[src/rtl/traffic_ctrl_fsm_if.sv]
// Timer, sensor and lamp signals of the intersection controller.
// The master side is the controller; the slave side is the timer, sensors and lamps.
interface traffic_ctrl_fsm_if;
    localparam int unsigned LAMP_W = 3;

    logic              short_timeout;
    logic              long_timeout;
    logic              car_side;
    logic              walk_req;
    logic              timer_hw_reset;
    logic [LAMP_W-1:0] main_lt;
    logic [LAMP_W-1:0] side_lt;
    logic              walk;

    modport master (
        input  short_timeout,
        input  long_timeout,
        input  car_side,
        input  walk_req,
        output timer_hw_reset,
        output main_lt,
        output side_lt,
        output walk
    );

    modport slave (
        output short_timeout,
        output long_timeout,
        output car_side,
        output walk_req,
        input  timer_hw_reset,
        input  main_lt,
        input  side_lt,
        input  walk
    );
endinterface

[src/rtl/traffic_ctrl_fsm.sv]
// Main/side road intersection sequencer: restarts the interval timer on each phase
// change, advances on timeout levels, and drives one-hot lamps plus the WALK lamp.
module traffic_ctrl_fsm (
    input  logic               clk,
    input  logic               reset,
    traffic_ctrl_fsm_if.master bus
);
    localparam int unsigned ST_W   = 3;
    localparam int unsigned LAMP_W = 3;

    localparam logic [ST_W-1:0] ST_MG  = 3'd0;
    localparam logic [ST_W-1:0] ST_MY  = 3'd1;
    localparam logic [ST_W-1:0] ST_AR1 = 3'd2;
    localparam logic [ST_W-1:0] ST_SG  = 3'd3;
    localparam logic [ST_W-1:0] ST_SY  = 3'd4;
    localparam logic [ST_W-1:0] ST_AR2 = 3'd5;

    localparam logic [LAMP_W-1:0] LAMP_RED = 3'b100;
    localparam logic [LAMP_W-1:0] LAMP_YEL = 3'b010;
    localparam logic [LAMP_W-1:0] LAMP_GRN = 3'b001;

    logic [ST_W-1:0]   state_q, state_d;
    logic              walk_pend_q, walk_pend_d;
    logic              walk_act_q, walk_act_d;
    logic              timer_hw_reset_q, timer_hw_reset_d;
    logic [LAMP_W-1:0] main_lt_q, main_lt_d;
    logic [LAMP_W-1:0] side_lt_q, side_lt_d;
    logic              walk_q, walk_d;

    logic short_ok;
    logic long_ok;
    logic enter_sg;
    logic leave_sg;

    // The timer still shows the previous phase's count while the restart pulse is out.
    always_comb begin
        short_ok = bus.short_timeout & ~timer_hw_reset_q;
        long_ok  = bus.long_timeout  & ~timer_hw_reset_q;
    end

    // Phase sequencing; illegal codes recover to MG.
    always_comb begin
        state_d = state_q;
        case (state_q)
            ST_MG:   if (long_ok && (bus.car_side || walk_pend_q)) state_d = ST_MY;
            ST_MY:   if (short_ok) state_d = ST_AR1;
            ST_AR1:  if (short_ok) state_d = ST_SG;
            ST_SG:   if (long_ok || (short_ok && !bus.car_side && !walk_act_q)) state_d = ST_SY;
            ST_SY:   if (short_ok) state_d = ST_AR2;
            ST_AR2:  if (short_ok) state_d = ST_MG;
            default: state_d = ST_MG;
        endcase
    end

    // Pedestrian bookkeeping and timer restart.
    always_comb begin
        enter_sg = (state_d == ST_SG) && (state_q != ST_SG);
        leave_sg = (state_q == ST_SG) && (state_d != ST_SG);

        walk_pend_d = walk_pend_q | bus.walk_req;
        if (enter_sg) walk_pend_d = 1'b0;

        walk_act_d = walk_act_q;
        if (enter_sg) begin
            walk_act_d = walk_pend_q | bus.walk_req;
        end else if (leave_sg) begin
            walk_act_d = 1'b0;
        end

        timer_hw_reset_d = (state_d != state_q);
        walk_d           = (state_d == ST_SG) && walk_act_d;
    end

    // Lamp decode from the next state so lamps register on the same edge as the state.
    always_comb begin
        main_lt_d = LAMP_RED;
        side_lt_d = LAMP_RED;
        case (state_d)
            ST_MG:   main_lt_d = LAMP_GRN;
            ST_MY:   main_lt_d = LAMP_YEL;
            ST_SG:   side_lt_d = LAMP_GRN;
            ST_SY:   side_lt_d = LAMP_YEL;
            default: begin
                main_lt_d = LAMP_RED;
                side_lt_d = LAMP_RED;
            end
        endcase
    end

    always_ff @(posedge clk) begin
        if (reset) begin
            state_q          <= ST_MG;
            walk_pend_q      <= 1'b0;
            walk_act_q       <= 1'b0;
            timer_hw_reset_q <= 1'b1;
            main_lt_q        <= LAMP_GRN;
            side_lt_q        <= LAMP_RED;
            walk_q           <= 1'b0;
        end else begin
            state_q          <= state_d;
            walk_pend_q      <= walk_pend_d;
            walk_act_q       <= walk_act_d;
            timer_hw_reset_q <= timer_hw_reset_d;
            main_lt_q        <= main_lt_d;
            side_lt_q        <= side_lt_d;
            walk_q           <= walk_d;
        end
    end

    assign bus.timer_hw_reset = timer_hw_reset_q;
    assign bus.main_lt        = main_lt_q;
    assign bus.side_lt        = side_lt_q;
    assign bus.walk           = walk_q;
endmodule
[src/flat_wrapper.sv]
// flat-port wrapper written by rule: the top's interface ports become plain ports
module traffic_ctrl_fsm_flat 
  (clk, reset, bus_short_timeout, bus_long_timeout, bus_car_side, bus_walk_req, bus_timer_hw_reset, bus_main_lt, bus_side_lt, bus_walk);
  traffic_ctrl_fsm_if bus_i ();
  input  logic clk;
  input  logic reset;
  input wire logic [$bits(bus_i.short_timeout)-1:0] bus_short_timeout;
  input wire logic [$bits(bus_i.long_timeout)-1:0] bus_long_timeout;
  input wire logic [$bits(bus_i.car_side)-1:0] bus_car_side;
  input wire logic [$bits(bus_i.walk_req)-1:0] bus_walk_req;
  output wire logic [$bits(bus_i.timer_hw_reset)-1:0] bus_timer_hw_reset;
  output wire logic [$bits(bus_i.main_lt)-1:0] bus_main_lt;
  output wire logic [$bits(bus_i.side_lt)-1:0] bus_side_lt;
  output wire logic [$bits(bus_i.walk)-1:0] bus_walk;
  assign bus_i.short_timeout = bus_short_timeout;
  assign bus_i.long_timeout = bus_long_timeout;
  assign bus_i.car_side = bus_car_side;
  assign bus_i.walk_req = bus_walk_req;
  assign bus_timer_hw_reset = bus_i.timer_hw_reset;
  assign bus_main_lt = bus_i.main_lt;
  assign bus_side_lt = bus_i.side_lt;
  assign bus_walk = bus_i.walk;
  traffic_ctrl_fsm u_core (.clk(clk), .reset(reset), .bus(bus_i));
endmodule
[config.mk]
export PLATFORM = sky130hd
export DESIGN_NAME = traffic_ctrl_fsm_flat
export DESIGN_NICKNAME = d
export VERILOG_FILES = /design/src/rtl/traffic_ctrl_fsm_if.sv /design/src/rtl/traffic_ctrl_fsm.sv /design/src/flat_wrapper.sv
export SDC_FILE = /design/constraint.sdc
export NUM_CORES = 1
export LEC_CHECK = 0
export CORE_UTILIZATION = 48
export DETAILED_ROUTE_END_ITERATION = 6
export PLACE_DENSITY = 0.82
export SLEW_MARGIN = 10
export SYNTH_ARGS = -nofsm -noshare
export SYNTH_HDL_FRONTEND = slang
export SYNTH_SLANG_ARGS = --single-unit
export TNS_END_PERCENT = 20
[constraint.sdc]
create_clock -name clk -period 1.7 [get_ports clk]
set_clock_uncertainty 0.1 [all_clocks]
set_input_delay 0.17 -clock clk [delete_from_list [all_inputs] [get_ports clk]]
set_output_delay 0.17 -clock clk [all_outputs]
set_load 0.05 [all_outputs]
==> flow_metrics.tcl <==
set metrics [dict create \
    status "finished, final reports clean" \
    syn_area_um2 692 \
    setup_viol 0 \
    drt_iter0_drc 15 \
    fmax_mhz 612 \
    layout-drive-gt1-share_pct 30.3 \
    fin_area_um2 855 \
    synth_edf_count 0 \
    synth-seq-cells 13 \
    synth-compound-area-share_pct 24.2 \
    power_leakage_nw 0.352 \
    synthArstFlopShare_pct 0 \
    synth_cell_types 31 \
    synthMuxAreaShare_pct 0 \
    netlist_instances 70 \
    ant_nets 0 \
    htree_levels 1 \
    port_buffers 13 \
    postSynthAreaPerCell_um2 9.88 \
    peakVddDrop_mv 0.662 \
    start_util_pct 52.5 \
    yosys.area_share.xor_xnor_pct 2.53 \
    yosysMostFrequentCell "dfxtp_1" \
    worst_slew_pin_slew_ns 0.488 \
    finalPower_uw 651 \
    cp_max_fo 1 \
    yosysTopAreaCell "dfxtp_1" \
    cts_sinks 13 \
    synthSimpleGateAreaFrac_pct 26.9 \
    dpl-instance-area_um2 828 \
    hold_path_class "input port to register" \
    clk_pin_slew_ns 0.07 \
    vias 578 \
    n_fill_cell 99 \
    grt_pass1_vias 501 \
    dp_hpwl_mm 1.01 \
    viasPerCell 5.56 \
    die_area_um2 1600 \
    grt-busiest-layer "met2" \
    drt_pre_antenna_iters 4 \
    place.gp.congestion 0.931 \
    cts_made_buffers 3 \
    num_rows 13 \
    clock_latency_ns 0.27 \
    overflow 0 \
    grt_max_degree 11 \
    arrival_ns 1.36 \
    synthTopCellsByArea "dfxtp_1 38%, buf_6 4.9%, o211ai_1 4.3%" \
    drv_cap 0 \
    slew_viol_final 0 \
    layout.nets 96 \
    multiInputGateArea_um2 372 \
    die_h_um 40.0 \
    cp.required_ns 1.43 \
    wl_mm 1.33 \
    grt_pass1_wl_mm 2.16 \
    slowest_stage "clkdlybuf4s50_1" \
    root_buffer "clkbuf_4" \
    period_minus_slack_ns 1.63 \
    final_util_pct 64.9 \
    cp_top_family "buffers and inverters" \
    place_ws_ns -0.100 \
    ff_latch_area_um2 262 \
    synth_top_cells_by_count "13 x dfxtp_1, 5 x inv_1, 5 x nor2_1" \
    hold_ws_ns 0.443 \
    start_kind "register" \
    drcViolationCount 0 \
    worst-path-buf-inv 1 \
    cpPeakStageDelay_ns 0.79 \
    postCtsSetupBuffers 0 \
    boundaryPins 14 \
    synth-seq-area-share_pct 37.6 \
    wl_per_cell_um 12.8 \
    ys_warn_count 0 \
    setup_ws_ns 0.0670 \
    p_per_area_nw_per_um2 762 \
    cts_resized 0 \
    synth_top_area_share_pct 37.6 \
    syn_nets 76 \
    antenna_found_initial 0 \
    ctsHoldBuffers 0 \
    grt_use_met1_pct 26.4 \
    met3_usage_pct 8.33 \
    synth_top_family_by_area "simple AND/OR/NAND/NOR gates" \
    hold_violations 0 \
    rsz0062_at_grt "no" \
    fin_crit_sh_pct 96.1 \
    synth_flop_cell "dfxtp_1" \
    grt_util_all_layers_pct 21.1 \
    cts_tree "done" \
    cp_cell_sequence "clkdlybuf4s50_1" \
    slew_headroom_pct 67.4 \
    n_antenna_cell 0 \
    die_w_um 40.0 \
    synth-adder-area-share_pct 0 \
    setup.worst_path.class "register to output pin" \
    crit_path_end_kind "output pin" \
    grt_use_met2_pct 30.2 \
    clockBufferDepth 2 \
    core_area_um2 1320 \
    area_growth_pct 23.5 \
]
-- logic make-up (layout without fill, tap and decap cells) --
| logic type | Yosys count | count (layout) |
|---|---|---|
| AOI/OAI and AO/OA | 20 | 20 |
| buffers and inverters | 9 | 28 |
| DFF | 13 | 13 |
| xor gates and xnor gates | 2 | 2 |
| and+or+nand+nor | 26 | 26 |
-- area by class of cell --
type                            instances  share of cell area (%)
Multi-Input combinational cell         48                    43.5
Sequential cell                        13                    30.6
Timing Repair Buffer                   19                    18.4
Clock buffer                            4                    3.07
Inverter                                5                    2.20
Tap cell                               15                    2.20
-- flip-flops by register name, summed over array words and instances, names as in the netlist --
name	flops
u_core.walk_pend_q	1
u_core.bus.timer_hw_reset	1
u_core.bus.side_lt	3
u_core.bus.walk	1
u_core.state_q	3
u_core.walk_act_q	1
u_core.bus.main_lt	3
-- per-layer routing --
layer  vias up  wire length, µm
li1        284                -
met1       262              584
met2        26              611
met3         6               88
met4         0               41
met5         -                0
-- final timing paths --
path | start | to | slack [ns] | cells past startpoint
worst max-delay path | u_core.bus.side_lt[1] | bus_side_lt[1] | 0.07 | 1
worst min-delay path | bus_walk_req | u_core.walk_pend_q | 0.44 | 3
worst max register to register | u_core.state_q[2] | u_core.bus.timer_hw_reset | 0.17 | 4
worst min register to register | u_core.walk_pend_q | u_core.walk_pend_q | 0.50 | 2
-- placed cells by master (no fill, tap or decap), types with 3 or more instances in the layout --
cell,Yosys,routed
o211ai_1,4,4
inv_1,5,5
dfxtp_1,13,12
a21oi_1,4,4
nor2_1,5,5
nand2_1,3,3
and2_1,4,4
buf_4,1,13
nor3_1,3,3
clkbuf_4,0,3
clkdlybuf4s50_1,0,6
-- stage by stage --
| stage | cells | setup TNS (ns) |
|---|---|---|
| floorplan | 70 | 0 |
| global placement | 100 | -0.0830 |
| detailed placement | 100 | -0.192 |
| CTS | 104 | 0 |
| global route | 104 | 0 |
| finish | 104 | 0 |
-- power by group --
group | total (mW) | leakage, nW | internal, mW | switching, mW
Combinational | 0.137 | 0.231 | 0.0590 | 0.0778
Sequential | 0.330 | 0.106 | 0.317 | 0.0125
Clock | 0.185 | 0.0150 | 0.0909 | 0.0936
Total | 0.651 | 0.352 | 0.467 | 0.184
Note: power is estimated with default switching activity, not from simulation.
